==> src/rtl/serial_addsub.sv <==
// rtl/serial_addsub.sv - bit-serial adder/subtractor, subtract mode under SERIAL_ADDSUB_SUB_EN
module serial_addsub #(
    parameter int WIDTH = 8
) (
    input  logic             clk,
    input  logic             reset,
    input  logic             start,
    input  logic             sub,
    input  logic [WIDTH-1:0] a,
    input  logic [WIDTH-1:0] b,
    output logic             busy,
    output logic             done,
    output logic [WIDTH-1:0] sum,
    output logic             c_out,
    output logic             overflow
);
    localparam int CW = $clog2(WIDTH);

    localparam logic [1:0] S_IDLE  = 2'd0;
    localparam logic [1:0] S_SHIFT = 2'd1;
    localparam logic [1:0] S_DONE  = 2'd2;

    logic [1:0]       state;
    logic [WIDTH-1:0] a_sr;
    logic [WIDTH-1:0] b_sr;
    logic [WIDTH-1:0] res_sr;
    logic             carry;
    logic [CW-1:0]    cnt;

    logic [WIDTH-1:0] b_load;
    logic             carry_init;
    logic             s_bit;
    logic             carry_next;
    logic             last_bit;
    logic [WIDTH-1:0] res_next;

`ifdef SERIAL_ADDSUB_SUB_EN
    // a - b is computed as a + ~b + 1: invert B and seed the carry with 1
    assign b_load     = sub ? ~b : b;
    assign carry_init = sub;
`else
    logic sub_unused;
    assign sub_unused = sub;
    assign b_load     = b;
    assign carry_init = 1'b0;
`endif

    always_comb begin
        s_bit      = a_sr[0] ^ b_sr[0] ^ carry;
        carry_next = (a_sr[0] & b_sr[0]) | (a_sr[0] & carry) | (b_sr[0] & carry);
        res_next   = {s_bit, res_sr[WIDTH-1:1]};
        last_bit   = (cnt == CW'(WIDTH - 1));
    end

    always_ff @(posedge clk) begin
        if (reset) begin
            state    <= S_IDLE;
            a_sr     <= '0;
            b_sr     <= '0;
            res_sr   <= '0;
            carry    <= 1'b0;
            cnt      <= '0;
            sum      <= '0;
            c_out    <= 1'b0;
            overflow <= 1'b0;
        end else begin
            case (state)
                S_IDLE, S_DONE: begin
                    if (start) begin
                        a_sr  <= a;
                        b_sr  <= b_load;
                        carry <= carry_init;
                        cnt   <= '0;
                        state <= S_SHIFT;
                    end else begin
                        state <= S_IDLE;
                    end
                end
                S_SHIFT: begin
                    a_sr   <= a_sr >> 1;
                    b_sr   <= b_sr >> 1;
                    carry  <= carry_next;
                    res_sr <= res_next;
                    if (last_bit) begin
                        // MSB cycle: operands' sign bits are at position 0 right now
                        state    <= S_DONE;
                        sum      <= res_next;
                        c_out    <= carry_next;
                        overflow <= (a_sr[0] == b_sr[0]) && (s_bit != a_sr[0]);
                    end else begin
                        cnt <= cnt + 1'b1;
                    end
                end
                default: state <= S_IDLE;
            endcase
        end
    end

    assign busy = (state == S_SHIFT);
    assign done = (state == S_DONE);
endmodule

==> config.mk <==
export PLATFORM = sky130hd
export DESIGN_NAME = serial_addsub
export DESIGN_NICKNAME = d
export VERILOG_FILES = /design/src/rtl/serial_addsub.sv
export SDC_FILE = /design/constraint.sdc
export NUM_CORES = 1
export LEC_CHECK = 0
export CORE_MARGIN = 2
export CORE_UTILIZATION = 40
export DETAILED_ROUTE_END_ITERATION = 7
export GPL_ROUTABILITY_DRIVEN = 0
export SYNTH_ARGS = -nofsm -noshare
export SYNTH_HDL_FRONTEND = slang
export SYNTH_SLANG_ARGS = --single-unit
export TNS_END_PERCENT = 100
==> constraint.sdc <==
create_clock -name clk -period 1.97 [get_ports clk]
set_input_delay 0.2955 -clock clk [delete_from_list [all_inputs] [get_ports clk]]
set_output_delay 0.2955 -clock clk [all_outputs]
set_load 0.01 [all_outputs]
# After elaboration in Yosys (flattened, before gate mapping)
# Index checks and enable logic that the tools add are counted.
[totals]
ff_bits = 40
elab_cells = 44
[op_classes]
n_addsub = 1
n_eq_ne = 8
n_mux = 12
n_bitwise = 7
n_reduce_logical = 7
[ops]
columns = ["operator", "count"]
rows = [
  ["$pmux 8 s2", 2],
  ["$mux 8", 2],
  ["$mux 3", 2],
  ["$pmux 3 s2", 1],
  ["$ne 2x2->1 const B", 2],
  ["$pmux 2 s2", 1],
  ["$reduce_and 2->1", 2],
  ["$add 3x1->3 const B", 1],
  ["$and 1x1->1", 3],
  ["$eq 3x3->1 const B", 1],
  ["$reduce_and 3->1", 1],
  ["$eq 2x1->1 const B", 1],
  ["$eq 2x2->1 const B", 1],
  ["$logic_not 2->1", 1],
  ["$mux 1", 2],
  ["$mux 2", 1],
  ["$ne 2x1->1 const B", 1],
  ["$or 1x1->1", 2],
  ["$pmux 1 s2", 1],
  ["$reduce_bool 2->1", 1],
  ["$reduce_or 2->1", 1],
  ["$xor 1x1->1", 2],
  ["$eq 1x1->1", 1],
  ["$logic_and 1x1->1", 1],
  ["$ne 1x1->1", 1],
]

# Longest topological paths before layout
[logic_depth]
word_depth = 4
mapped_depth = 6
depth_no_buf = 5

# Worst setup path before layout
# OpenSTA, ideal clock, no wires.
[synth_path]
kind = "register -> register"
startpoint = "register a_sr[0]"
endpoint = "register overflow"
setup_ns = 0.070
t_arrival_ns = 1.409
t_required_ns = 1.900
path_slack_ns = 0.490
stages_incl_launch_ff = 5
synth_period_minus_slack_ns = 1.480
cell_sequence = "dfxtp_1 > fa_1 > xnor2_1 > or3_1 > a21oi_1"
[synth_between]
elab_chain_len = 4
elab_cells_between_ends = 5
[synth_lines]
columns = ["element", "line_no", "rtl"]
rows = [
  ["start, declared", "24", "logic [WIDTH-1:0] a_sr;"],
  ["start signal, assigned", "80", "a_sr <= a_sr >> 1;"],
  ["$xor 1x1->1 (2 in series)", "49", "s_bit = a_sr[0] ^ b_sr[0] ^ carry;"],
  ["via s_bit", "32", "logic s_bit;"],
  ["$ne 1x1->1", "89", "overflow <= (a_sr[0] == b_sr[0]) && (s_bit != a_sr[0]);"],
  ["$logic_and 1x1->1", "89", ""],
  ["end signal, assigned", "89", ""],
  ["end, declared", "15", "output logic overflow"],
]
# The timed path passes the listed nets, and every way through them passes these cells.
# A chain may end at the register's enable or synchronous reset.

# Worst setup path after layout
[layout_path]
startpoint = "register state[0]"
endpoint = "output port busy"
[layout_between]
elab_chain_len = 1
[layout_lines]
columns = ["element", "line_no", "rtl"]
rows = [
  ["start, declared", "23", "logic [1:0] state;"],
  ["start signal, assigned", "57", "state <= S_IDLE;"],
  ["start signal, assigned", "74", "state <= S_SHIFT;"],
  ["start signal, assigned", "76", "state <= S_IDLE;"],
  ["$eq 2x1->1", "99", "assign busy = (state == S_SHIFT);"],
  ["end, declared", "11", "output logic busy,"],
]
# Every way passes these cells.

==> flow_summary.toml <==
[yosys]
synth.top_cell.area_share = 0.4952
yosysTopAreaCell = "dfxtp_1"
synth_mux_area_frac = 0
async_reset_ff_frac = 0
avgSynthCellArea_um2 = 8.126
synth.distinct_cells = 20
synth_most_common_cell = "nand2_1"
synthFlopType = "dfxtp_1"
netlist_area_mm2 = 0.001577
synth_edf_count = 0
ys_warn_count = 0
synth_cells = 194
syn_nets = 218
synth-xor-area-share = 0.005556
synthTopCellsByCount = "66 x nand2_1, 39 x dfxtp_1, 24 x a21oi_1"
synthAdderAreaFrac = 0.03651
ys_seq_area_frac = 0.4952
yosys-top-cells-area = "dfxtp_1 50%, nand2_1 16%, a311oi_1 7.8%"
synth_simple_gate_area_share = 0.2563
synth-seq-cells = 39
synth_compound_area_frac = 0.1540
synth_top_family_by_area = "simple AND/OR/NAND/NOR gates"

[die]
dieArea_mm2 = 0.004460
initial_core_util = 0.4242
die_w_um = 66.78
die_h_um = 66.78
fp-row-count = 22
ios = 32
core_region_area_mm2 = 0.003716

[pwr]
p_per_area_mw_per_mm2 = 783.5
leakagePower_nw = 0.7276
vdd_drop_max_v = 0.0003683
power_w = 0.001566

[sta]
final_hold_viol_count = 0
setup_viol_count_final = 0
tightest_slew_ps = 384.9
timing.final.crit_share = 0.8879
fmax_mhz = 571.7
grt_setup_unrepaired = "false"
max-slew-margin-rel = 0.7434
report.final.slew_viol_count = 0
tns_ps = 0
finalCriticalPeriod_ps = 1749
skew_ps = 4.508

[cells_and_area]
multi_input_area_um2 = 713.2
regArea_um2 = 780.7
final_nets = 248
synthToLayoutAreaGrowth_pct = 26.75
diodes = 0
drive_above_1_share = 0.06250
fill_cells = 371

[clock_tree]
clk_path_buf_depth = 2
cts_buffers = 5
postCtsSetupRepairBufs = 0
ctsHoldBuffers = 0
insertion_delay_ps = 280
clk_pin_slew_ps = 70
cts.sinks = 39
cts_resized = 0
cts_tree = "yes"
clockRootBuffer = "clkbuf_8"
h-tree-depth = 2

[setup_path]
crit_slowest_cell = "clkdlybuf4s50_1"
crit_path_end_kind = "primary output"
reg2reg_depth = 4
r2r_start = "a_sr[0]"
endpoint = "busy"
crit_chain = "nand2b_1 -> clkinv_1 -> clkdlybuf4s50_1"
worstPathMaxFanout = 8
crit_start = "state[0]"
r2r_slack_ps = 410
critPathArrivalTime_ps = 1450
max_stage_delay_ps = 530
cp-start-kind = "register"
worstSetupPathType = "register to primary output"
r2r-end = "overflow"
crit_required_ps = 1670

[global_routing]
grt_max_degree = 40
grt_pass1_vias = 1274
grt_pass1_wl_mm = 5.354
antenna_found_initial = 0
grt_overflow_total = 0
grt_use_total = 0.1584

[worst_hold_path]
hold_path_class = "register to register"
whs_path_depth = 2

[route]
via_per_inst = 4.956
drt_pass1_iterations = 6
antenna_left = 0
drc = 0
drt-initial-drc-count = 77
drt-total-wl_mm = 3.033
post_drt_wl_per_cell_um = 11.15
num_vias = 1348

[run]
cap_violations = 0

[place]
hpwl_mm = 2.165
port_buffers = 30

[status]
status = "finished, final reports clean"
## how the worst min path moves through the flow
stage,startpoint,end
after global routing,overflow,overflow
after global placement,res_sr[1],sum[0]
after CTS,overflow,overflow
after detailed placement,overflow,overflow
final,overflow,overflow
after floorplan,a[7],a_sr[7]
## per-layer routing
metal,global-route usage,part of all wire
met5,0,0
met4,0.05357,0.014
met3,0.05574,0.053
met2,0.2813,0.47
met1,0.1742,0.46
## where the power goes
part	total, W	leakage, nW	switching [W]	internal (W)
sequential	0.000850	0.318	0.0000246	0.000826
combinational	0.000185	0.362	0.0000957	0.0000893
clock	0.000530	0.0470	0.000256	0.000274
total	0.00157	0.728	0.000376	0.00119
## state kept, by name, summed over array words and instances (netlist names)
signal,count
b_sr,8
res_sr,7
overflow,1
sum,8
c_out,1
cnt,3
state,2
carry,1
a_sr,8
## metrics by stage
stage / hold slack (ps) / std cells / area, µm² / setup WS, ps / utilization
floorplan: 431.5 / 194 / 1577 / 490.4 / -
global placement: 441.2 / 265 / 1911 / 424.5 / 0.5141
detailed placement: 447.3 / 265 / 1911 / 363.3 / 0.5141
CTS: 455.4 / 272 / 1998 / 195.8 / 0.5377
global route: 468.4 / 272 / 1998 / 140.8 / 0.5377
finish: 451.8 / 272 / 1998 / 220.8 / 0.5377
## layout by cell type, fill, tap and decap left out
| cell type | netlist | routed |
|---|---|---|
| nand2_1 | 66 | 66 |
| dfxtp_1 | 39 | 39 |
| clkdlybuf4s50_1 | 0 | 30 |
| a21oi_1 | 24 | 24 |
| nor2_1 | 15 | 15 |
| a311oi_1 | 14 | 14 |
| buf_4 | 6 | 7 |
| nand3_1 | 6 | 6 |
| clkbuf_8 | 0 | 6 |
| nand2b_1 | 3 | 3 |
| ha_1 | 3 | 3 |
| nor2b_1 | 2 | 2 |
| clkinv_1 | 1 | 1 |
| and3b_1 | 1 | 1 |
| nand3b_1 | 1 | 1 |
| xnor2_1 | 1 | 1 |
| or3_1 | 1 | 1 |
| nor3b_1 | 1 | 1 |
| or3b_1 | 1 | 1 |
| fa_1 | 1 | 1 |
| clkinv_2 | 0 | 1 |
## area by class of cell
type                    count  area share
flip-flops and latches     39      0.3907
multi-input cells         140      0.3569
repair buffers             37      0.1766
clock buffers               6     0.04133
well taps                  48     0.03006
clock inverters             1    0.002505
inverters                   1    0.001879
## worst max-delay path, delay by kind of cell, from the launching register on
kind	cells	cell delay, ps
simple gates	1	120
flops	1	450
buf+inv	2	610
## cells by family (layout without fill, tap and decap cells)
group | after synthesis | count (layout)
flip-flops | 39 | 39
XOR/XNOR | 1 | 1
adder cells (fa/ha/maj) | 4 | 4
AND/OR/NAND/NOR | 97 | 97
AO/OA/AOI/OAI | 38 | 38
buffers and inverters | 15 | 45
(Power assumes the default switching activity.)
